## config.mk

```make
export PLATFORM = sky130hd
export DESIGN_NAME = particle_fetcher
export DESIGN_NICKNAME = d
export VERILOG_FILES = /design/src/rtl/defs.sv /design/src/rtl/rd_tag_pipe.sv /design/src/rtl/particle_fetcher.sv
export SDC_FILE = /design/constraint.sdc
export NUM_CORES = 1
export LEC_CHECK = 0
export CAP_MARGIN = 25
export CORE_ASPECT_RATIO = 1.4
export CORE_UTILIZATION = 25
export CTS_BUF_LIST = sky130_fd_sc_hd__clkbuf_8
export CTS_CLUSTER_SIZE = 14
export DETAILED_ROUTE_END_ITERATION = 10
export HOLD_SLACK_MARGIN = 0.03
export PLACE_DENSITY = 0.48
export SYNTH_ARGS = -nofsm -noshare
export SYNTH_HDL_FRONTEND = slang
export SYNTH_HIERARCHICAL = 1
export SYNTH_SLANG_ARGS = --single-unit
```

## constraint.sdc

```tcl
create_clock -name clk -period 4.6 [get_ports clk]
set_input_delay 1.15 -clock clk [delete_from_list [all_inputs] [get_ports clk]]
set_output_delay 1.15 -clock clk [all_outputs]
set_load 0.01 [all_outputs]
```

## src/rtl/defs.sv

```systemverilog
// Shared types for the particle fetch path: fixed-point positions, grid extents, fetch FSM states.
package defs;

  localparam int unsigned PFRAC  = 8;
  localparam int unsigned PWHOLE = 8;
  localparam int unsigned GRID_X = 64;
  localparam int unsigned GRID_Y = 64;

  typedef struct packed {
    logic [PWHOLE-1:0] whole;
    logic [PFRAC-1:0]  frac;
  } pcoord_t;

  typedef struct packed {
    pcoord_t x;
    pcoord_t y;
  } posvec_t;

  typedef enum logic [1:0] {
    IDLE  = 2'd0,
    ISSUE = 2'd1,
    DRAIN = 2'd2
  } fetch_state_t;

  // True when the interpolator's whole+1 neighbour would fall outside the grid
  function automatic logic pos_out_of_range(input posvec_t p);
    return (p.x.whole > PWHOLE'(GRID_X - 2)) || (p.y.whole > PWHOLE'(GRID_Y - 2));
  endfunction

endpackage

```

## src/rtl/rd_tag_pipe.sv

```systemverilog
// DEPTH-deep {valid, index} shift register that tracks outstanding memory reads.
module rd_tag_pipe #(
  parameter int unsigned DEPTH = 2,
  parameter int unsigned IW    = 14
) (
  input  logic          clk,
  input  logic          clr,
  input  logic          in_valid,
  input  logic [IW-1:0] in_index,
  output logic          out_valid,
  output logic [IW-1:0] out_index,
  output logic          empty_c
);

  logic [DEPTH-1:0]         vld;
  logic [DEPTH-1:0][IW-1:0] idx;

  // Shift one stage per cycle; clear wipes every in-flight tag
  always_ff @(posedge clk) begin
    if (clr) begin
      vld <= '0;
      idx <= '0;
    end else begin
      vld[0] <= in_valid;
      idx[0] <= in_index;
      for (int i = 1; i < int'(DEPTH); i++) begin
        vld[i] <= vld[i-1];
        idx[i] <= idx[i-1];
      end
    end
  end

  assign out_valid = vld[DEPTH-1];
  assign out_index = idx[DEPTH-1];
  assign empty_c   = ~|vld;

endmodule

```

## src/rtl/particle_fetcher.sv

```systemverilog
// Streams N particle positions from memory to the grid interpolator and counts results back.
// Optional feature macro: PARTICLE_BOUNDS_CHECK_EN drops particles whose stencil leaves the grid.
module particle_fetcher
  import defs::*;
#(
  parameter int unsigned NPART_WIDTH = 14,
  parameter int unsigned RD_LAT      = 2
) (
  input  logic                   clk,
  input  logic                   rst,
  input  logic                   start,
  input  logic [NPART_WIDTH:0]   num_particles,
  output logic                   busy,
  output logic                   done,
  output logic                   prt_rd_en,
  output logic [NPART_WIDTH-1:0] prt_raddr,
  input  posvec_t                prt_data,
  output logic                   valid_out,
  output posvec_t                pos_out,
  output logic [NPART_WIDTH-1:0] user_out,
  input  logic                   result_valid,
  output logic [NPART_WIDTH:0]   skipped_count
);

  localparam int unsigned NW = NPART_WIDTH + 1;

  fetch_state_t           state;
  logic [NW-1:0]          n_reg;
  logic [NW-1:0]          returned;
  logic [NW-1:0]          ret_next_c;
  logic [NW-1:0]          target_c;
  logic [NW-1:0]          skipped;
  logic                   tail_v;
  logic [NPART_WIDTH-1:0] tail_idx;
  logic                   pipe_empty_c;
  logic                   launch_c;
  logic                   last_rd_c;
  logic                   drop_c;

  rd_tag_pipe #(
    .DEPTH (RD_LAT),
    .IW    (NPART_WIDTH)
  ) u_tag_pipe (
    .clk       (clk),
    .clr       (rst),
    .in_valid  (prt_rd_en),
    .in_index  (prt_raddr),
    .out_valid (tail_v),
    .out_index (tail_idx),
    .empty_c   (pipe_empty_c)
  );

  // Pass control and counter arithmetic
  assign launch_c   = (state == IDLE) && start && (num_particles != '0);
  assign last_rd_c  = ({1'b0, prt_raddr} == (n_reg - NW'(1)));
  assign ret_next_c = returned + NW'(result_valid && (returned < n_reg));
  assign target_c   = n_reg - skipped;

`ifdef PARTICLE_BOUNDS_CHECK_EN
  assign drop_c = pos_out_of_range(prt_data);

  // Count particles rejected at the read tail; cleared when a new pass launches
  always_ff @(posedge clk) begin
    if (rst) begin
      skipped <= '0;
    end else if (launch_c) begin
      skipped <= '0;
    end else if (tail_v && drop_c) begin
      skipped <= skipped + NW'(1);
    end
  end
`else
  assign drop_c  = 1'b0;
  assign skipped = '0;
`endif

  assign skipped_count = skipped;

  // Register returning read data onto the interpolator interface
  always_ff @(posedge clk) begin
    if (rst) begin
      valid_out <= 1'b0;
      pos_out   <= '0;
      user_out  <= '0;
    end else begin
      valid_out <= tail_v && !drop_c;
      if (tail_v && !drop_c) begin
        pos_out  <= prt_data;
        user_out <= tail_idx;
      end
    end
  end

  // Fetch FSM: issue reads back-to-back, then wait for pipeline drain and all results
  always_ff @(posedge clk) begin
    if (rst) begin
      state     <= IDLE;
      busy      <= 1'b0;
      done      <= 1'b0;
      prt_rd_en <= 1'b0;
      prt_raddr <= '0;
      n_reg     <= '0;
      returned  <= '0;
    end else begin
      done <= 1'b0;
      case (state)
        IDLE: begin
          if (start) begin
            if (num_particles != '0) begin
              n_reg     <= num_particles;
              returned  <= '0;
              prt_raddr <= '0;
              prt_rd_en <= 1'b1;
              busy      <= 1'b1;
              state     <= ISSUE;
            end else begin
              done <= 1'b1;
            end
          end
        end
        ISSUE: begin
          returned <= ret_next_c;
          if (last_rd_c) begin
            prt_rd_en <= 1'b0;
            state     <= DRAIN;
          end else begin
            prt_raddr <= prt_raddr + NPART_WIDTH'(1);
          end
        end
        DRAIN: begin
          returned <= ret_next_c;
          if (pipe_empty_c && (ret_next_c >= target_c)) begin
            done  <= 1'b1;
            busy  <= 1'b0;
            state <= IDLE;
          end
        end
        default: begin
          prt_rd_en <= 1'b0;
          busy      <= 1'b0;
          state     <= IDLE;
        end
      endcase
    end
  end

endmodule

```

==> results summary <==
The flow ran to the end, and the final reports show no timing, DRC or antenna violations. The signed area change from the synthesized netlist to the final layout is 30.1%. The total number of yosys warnings came out at 6. The deepest level of the CTS H-tree is 4. The post-synthesis compound-gate area fraction is 0.104. The die extent in y came out at 189 µm. The die boundary width is 135 µm.

The worst hold slack after final layout came out at 0.435 ns. The number of buffers inserted by hold repair at cts came out at 0. The worst register-to-register path ends at state[1]$_SDFFE_PP0P_. The final net count came out at 893. The clock slew at the register clock pins of the worst setup and hold paths came out at 0.09 ns. The first-pass GRT wire length came out at 25.2 mm. In this run the worst path has a maximum fanout of 4.

Of the post-synthesis cell area, the part taken by muxes is 0.0755. The final number of setup-violating endpoints came out at 0. In the synthesized netlist the async set-or-reset flop fraction comes to 0. In this run the static leakage power is 3.12 nW. The total global routing overflow came out at 0. The number of max-cap violations came out at 0.

The total number of vias is 4999. Entering global routing, the biggest net connects 74 pins. The via count of the first global-routing pass came to 4866. The worst hold path endpoint is u_tag_pipe/out_index[5]$_SDFF_PP0_.

TritonCTS built the clock tree. The capturing element type of the critical path is a flip-flop. The worst hold path begins at u_tag_pipe/idx[5]$_SDFF_PP0_. STA classifies the critical path startpoint as a flip-flop. The number of distinct library cells after synthesis came out at 55. The maximum achievable frequency is 234 MHz. The number of hold-slack violations in the final timing report is 0. The clock root buffer master is sky130_fd_sc_hd__clkbuf_8.

The accumulated negative setup slack is 0 ns. The worst-case clock buffer depth came out at 2. The share of layout cells above drive strength 1 came out at 0.125. The register-to-register setup slack is 0.32 ns.

For this run, the leading register cell type out of synthesis is sky130_fd_sc_hd__dfxtp_1. The synthesized-area fraction occupied by adder cells came out at 0.0723. The number of nets with antenna violations after detailed routing is 0.

The latest clock arrival within the worst-skew pair came out at 0.44 ns. The tightest slew margin relative to the limit is 0.402. By area, the combinational part of the netlist is dominated by simple AND/OR/NAND/NOR gates. The number of DRC markers in iteration 0 is 176. The pin slew with the least headroom to its limit came out at 0.893 ns. The basic-gate share of the synthesized area counting and, or, nand and nor cells came out at 0.214. The number of antenna violations at the first check in global routing came to 0.

The aggregate global-route resource usage came out at 0.128. The core area is 0.0246 mm². The cell depth of the worst flop-to-flop path came out at 25. The tree built by TritonCTS fans out to 126 sinks. The number of fill cells in the layout came out at 2626. The total CTS buffers is 17. The number of register bits inferred by synthesis is 126.

Detailed placement finished with a half-perimeter wire length of 11.6 mm. At the end of routability-driven placement, the weighted congestion stood at 0.841. Of the total synthesized cell area, the portion taken by XOR and XNOR cells is 0.0576. The critical path is of the reg2reg type. The cell area that synthesis handed to floorplanning was 0.00623 mm². Dividing the detail-routed wire length by the instance count gives 13.8 µm. The area enclosed by the die boundary is 0.0256 mm². The mean instance size in the synthesized netlist came out at 9.02 µm².

The worst path in the final design needs a cycle of 4.28 ns, including I/O delays and setup. Leaving out fill and tap cells, the most frequent cell in the layout is sky130_fd_sc_hd__dfxtp_1. The power after layout came out at 3.26 mW. The worst hold path belongs to the class reg2reg. The number of detailed-routing iterations run before antenna repair came out at 4. The post-route DRC violation count came out at 0.

The worst setup slack after placement came out at -0.165 ns. The library cells used most frequently in the layout, excluding fill and tap cells, are sky130_fd_sc_hd__dfxtp_1 (125), sky130_fd_sc_hd__clkdlybuf4s50_1 (113), sky130_fd_sc_hd__nor2_1 (88). The final worst clock skew came out at 0.0163 ns. The via count normalized by instance count came out at 4.41. The number of instances in the placed design is 1101.

The count of placed standard cells in the final layout, fillers left out is 1134. The register with the most flip-flops in the layout has 32 of them. In this run the critical register-to-register path is launched from n_reg[1]$_SDFFE_PP0P_. The worst path required time came out at 4.96 ns. The number of cells on the worst hold path is 1.

The period utilization came out at 0.931. VDD sags by at most 0.195 mV. The final worst-path setup slack is 0.319 ns. During placement, the flow inserted port buffers numbering 114. The diode insertion count for antenna repair came out at 0. The sum of routed wire length over all layers is 15.7 mm.

The floorplan has 68 rows. The starting density of the core is 0.254. The sequential-to-total area share from yosys stat came out at 0.405.

The top-level I/O count is 130. The cell count after synthesis came out at 691. The number of enable flip-flop cells after synthesis came out at 0. The number of max-slew violations in the final report came out at 0. The power density over cell area is 403 mW/mm². The critical path data arrival time came out at 4.64 ns.
==> critical path, stage by stage, from the launching register on <==
cell                       delay (ns)
sky130_fd_sc_hd__dfxtp_1         0.34
sky130_fd_sc_hd__inv_1           0.06
sky130_fd_sc_hd__ha_1            0.28
sky130_fd_sc_hd__a21o_1          0.16
sky130_fd_sc_hd__a21o_1          0.17
sky130_fd_sc_hd__a21o_1          0.18
sky130_fd_sc_hd__a21o_1          0.18
sky130_fd_sc_hd__a21oi_1         0.19
sky130_fd_sc_hd__o211ai_1        0.10
sky130_fd_sc_hd__nand2_1         0.07
sky130_fd_sc_hd__ha_1            0.15
sky130_fd_sc_hd__ha_1            0.16
sky130_fd_sc_hd__nand3_1         0.12
sky130_fd_sc_hd__nor3_2          0.18
sky130_fd_sc_hd__buf_4           0.13
sky130_fd_sc_hd__buf_4           0.12
sky130_fd_sc_hd__xor2_1          0.15
sky130_fd_sc_hd__ha_1            0.26
sky130_fd_sc_hd__a21o_1          0.16
sky130_fd_sc_hd__a21o_1          0.18
sky130_fd_sc_hd__a21oi_1         0.15
sky130_fd_sc_hd__a21oi_1         0.09
sky130_fd_sc_hd__a21oi_2         0.14
sky130_fd_sc_hd__nand3_2         0.13
sky130_fd_sc_hd__a31o_2          0.26
sky130_fd_sc_hd__a21oi_1         0.10
==> power breakdown <==
group	total [mW]	internal, mW	switching [mW]
sequential	1.25	1.16	0.0889
clock	1.03	0.567	0.468
combinational	0.980	0.427	0.554
total	3.26	2.15	1.11
==> routing by layer <==
metal,track usage,vias up,wire length [µm]
met1,0.149,2337,6770
met4,0.0458,0,310
met2,0.227,90,8160
met3,0.0272,17,439
met5,0,-,0
li1,-,2555,-
==> final cells by class <==
class | count | area (µm²) | share of cell area
Multi-Input combinational cell | 497 | 3340 | 0.411
Sequential cell | 126 | 2530 | 0.312
Timing Repair Buffer | 141 | 1340 | 0.165
Tap cell | 315 | 394 | 0.0486
Clock buffer | 19 | 262 | 0.0323
Clock inverter | 13 | 163 | 0.0201
Inverter | 23 | 86.3 | 0.0106
==> worst max-delay path by stage <==
stage	startpoint	end	slack, ns	depth (start not counted)
4_1_cts	n_reg[1]$_SDFFE_PP0P_	state[1]$_SDFFE_PP0P_	0.17	25
3_5_place_dp	result_valid	state[1]$_SDFFE_PP0P_	-0.17	21
3_3_place_gp	result_valid	state[1]$_SDFFE_PP0P_	-0.1	21
2_1_floorplan	n_reg[1]$_SDFFE_PP0P_	state[1]$_SDFFE_PP0P_	0.23	24
5_1_grt	n_reg[1]$_SDFFE_PP0P_	state[1]$_SDFFE_PP0P_	-0.01	25
6_report	n_reg[1]$_SDFFE_PP0P_	state[1]$_SDFFE_PP0P_	0.32	25
==> timing repair <==
| action | in CTS | in global routing |
|---|---|---|
| resized for setup | 0 | 6 |
| endpoints found under the setup margin | 0 | 4 |
| buffers inserted | 0 | 1 |
==> synth_stat cells, drive strengths merged, types with 2 or more instances <==
library cell / number / area share
a21oi: 38 / 0.031
mux2i: 47 / 0.075
o21ai: 12 / 0.010
and3: 5 / 0.0050
nand3b: 3 / 0.0036
or3: 3 / 0.0030
xor2: 25 / 0.035
o21a: 2 / 0.0024
nand2: 70 / 0.042
a31oi: 6 / 0.0060
nand4: 14 / 0.014
a41oi: 3 / 0.0072
nor2b: 33 / 0.043
a221oi: 3 / 0.0042
o211ai: 3 / 0.0036
dfxtp: 126 / 0.40
a211oi: 2 / 0.0024
buf: 37 / 0.045
nand2b: 7 / 0.0070
inv: 23 / 0.014
or4: 2 / 0.0024
ha: 36 / 0.072
nand3: 18 / 0.015
nor4: 5 / 0.0098
clkbuf: 22 / 0.013
xnor2: 16 / 0.022
a21o: 12 / 0.014
a22oi: 7 / 0.0084
nor3: 7 / 0.0064
nor2: 89 / 0.054
==> through the flow <==
stage,utilization,area (µm²)
after detailed placement,0.311,7660
after global placement,0.311,7660
after floorplan,-,6290
after CTS,0.329,8080
after global routing,0.330,8110
final,0.330,8110
==> kinds of logic after synthesis <==
logic type,count (synthesis)
AOI/OAI and AO/OA,96
xor gates and xnor gates,41
adders and majority gates,36
buffers and inverters,82
DFF,126
muxes,47
other,1
and+or+nand+nor,262
No activity file was read; power rests on OpenSTA's default activity.
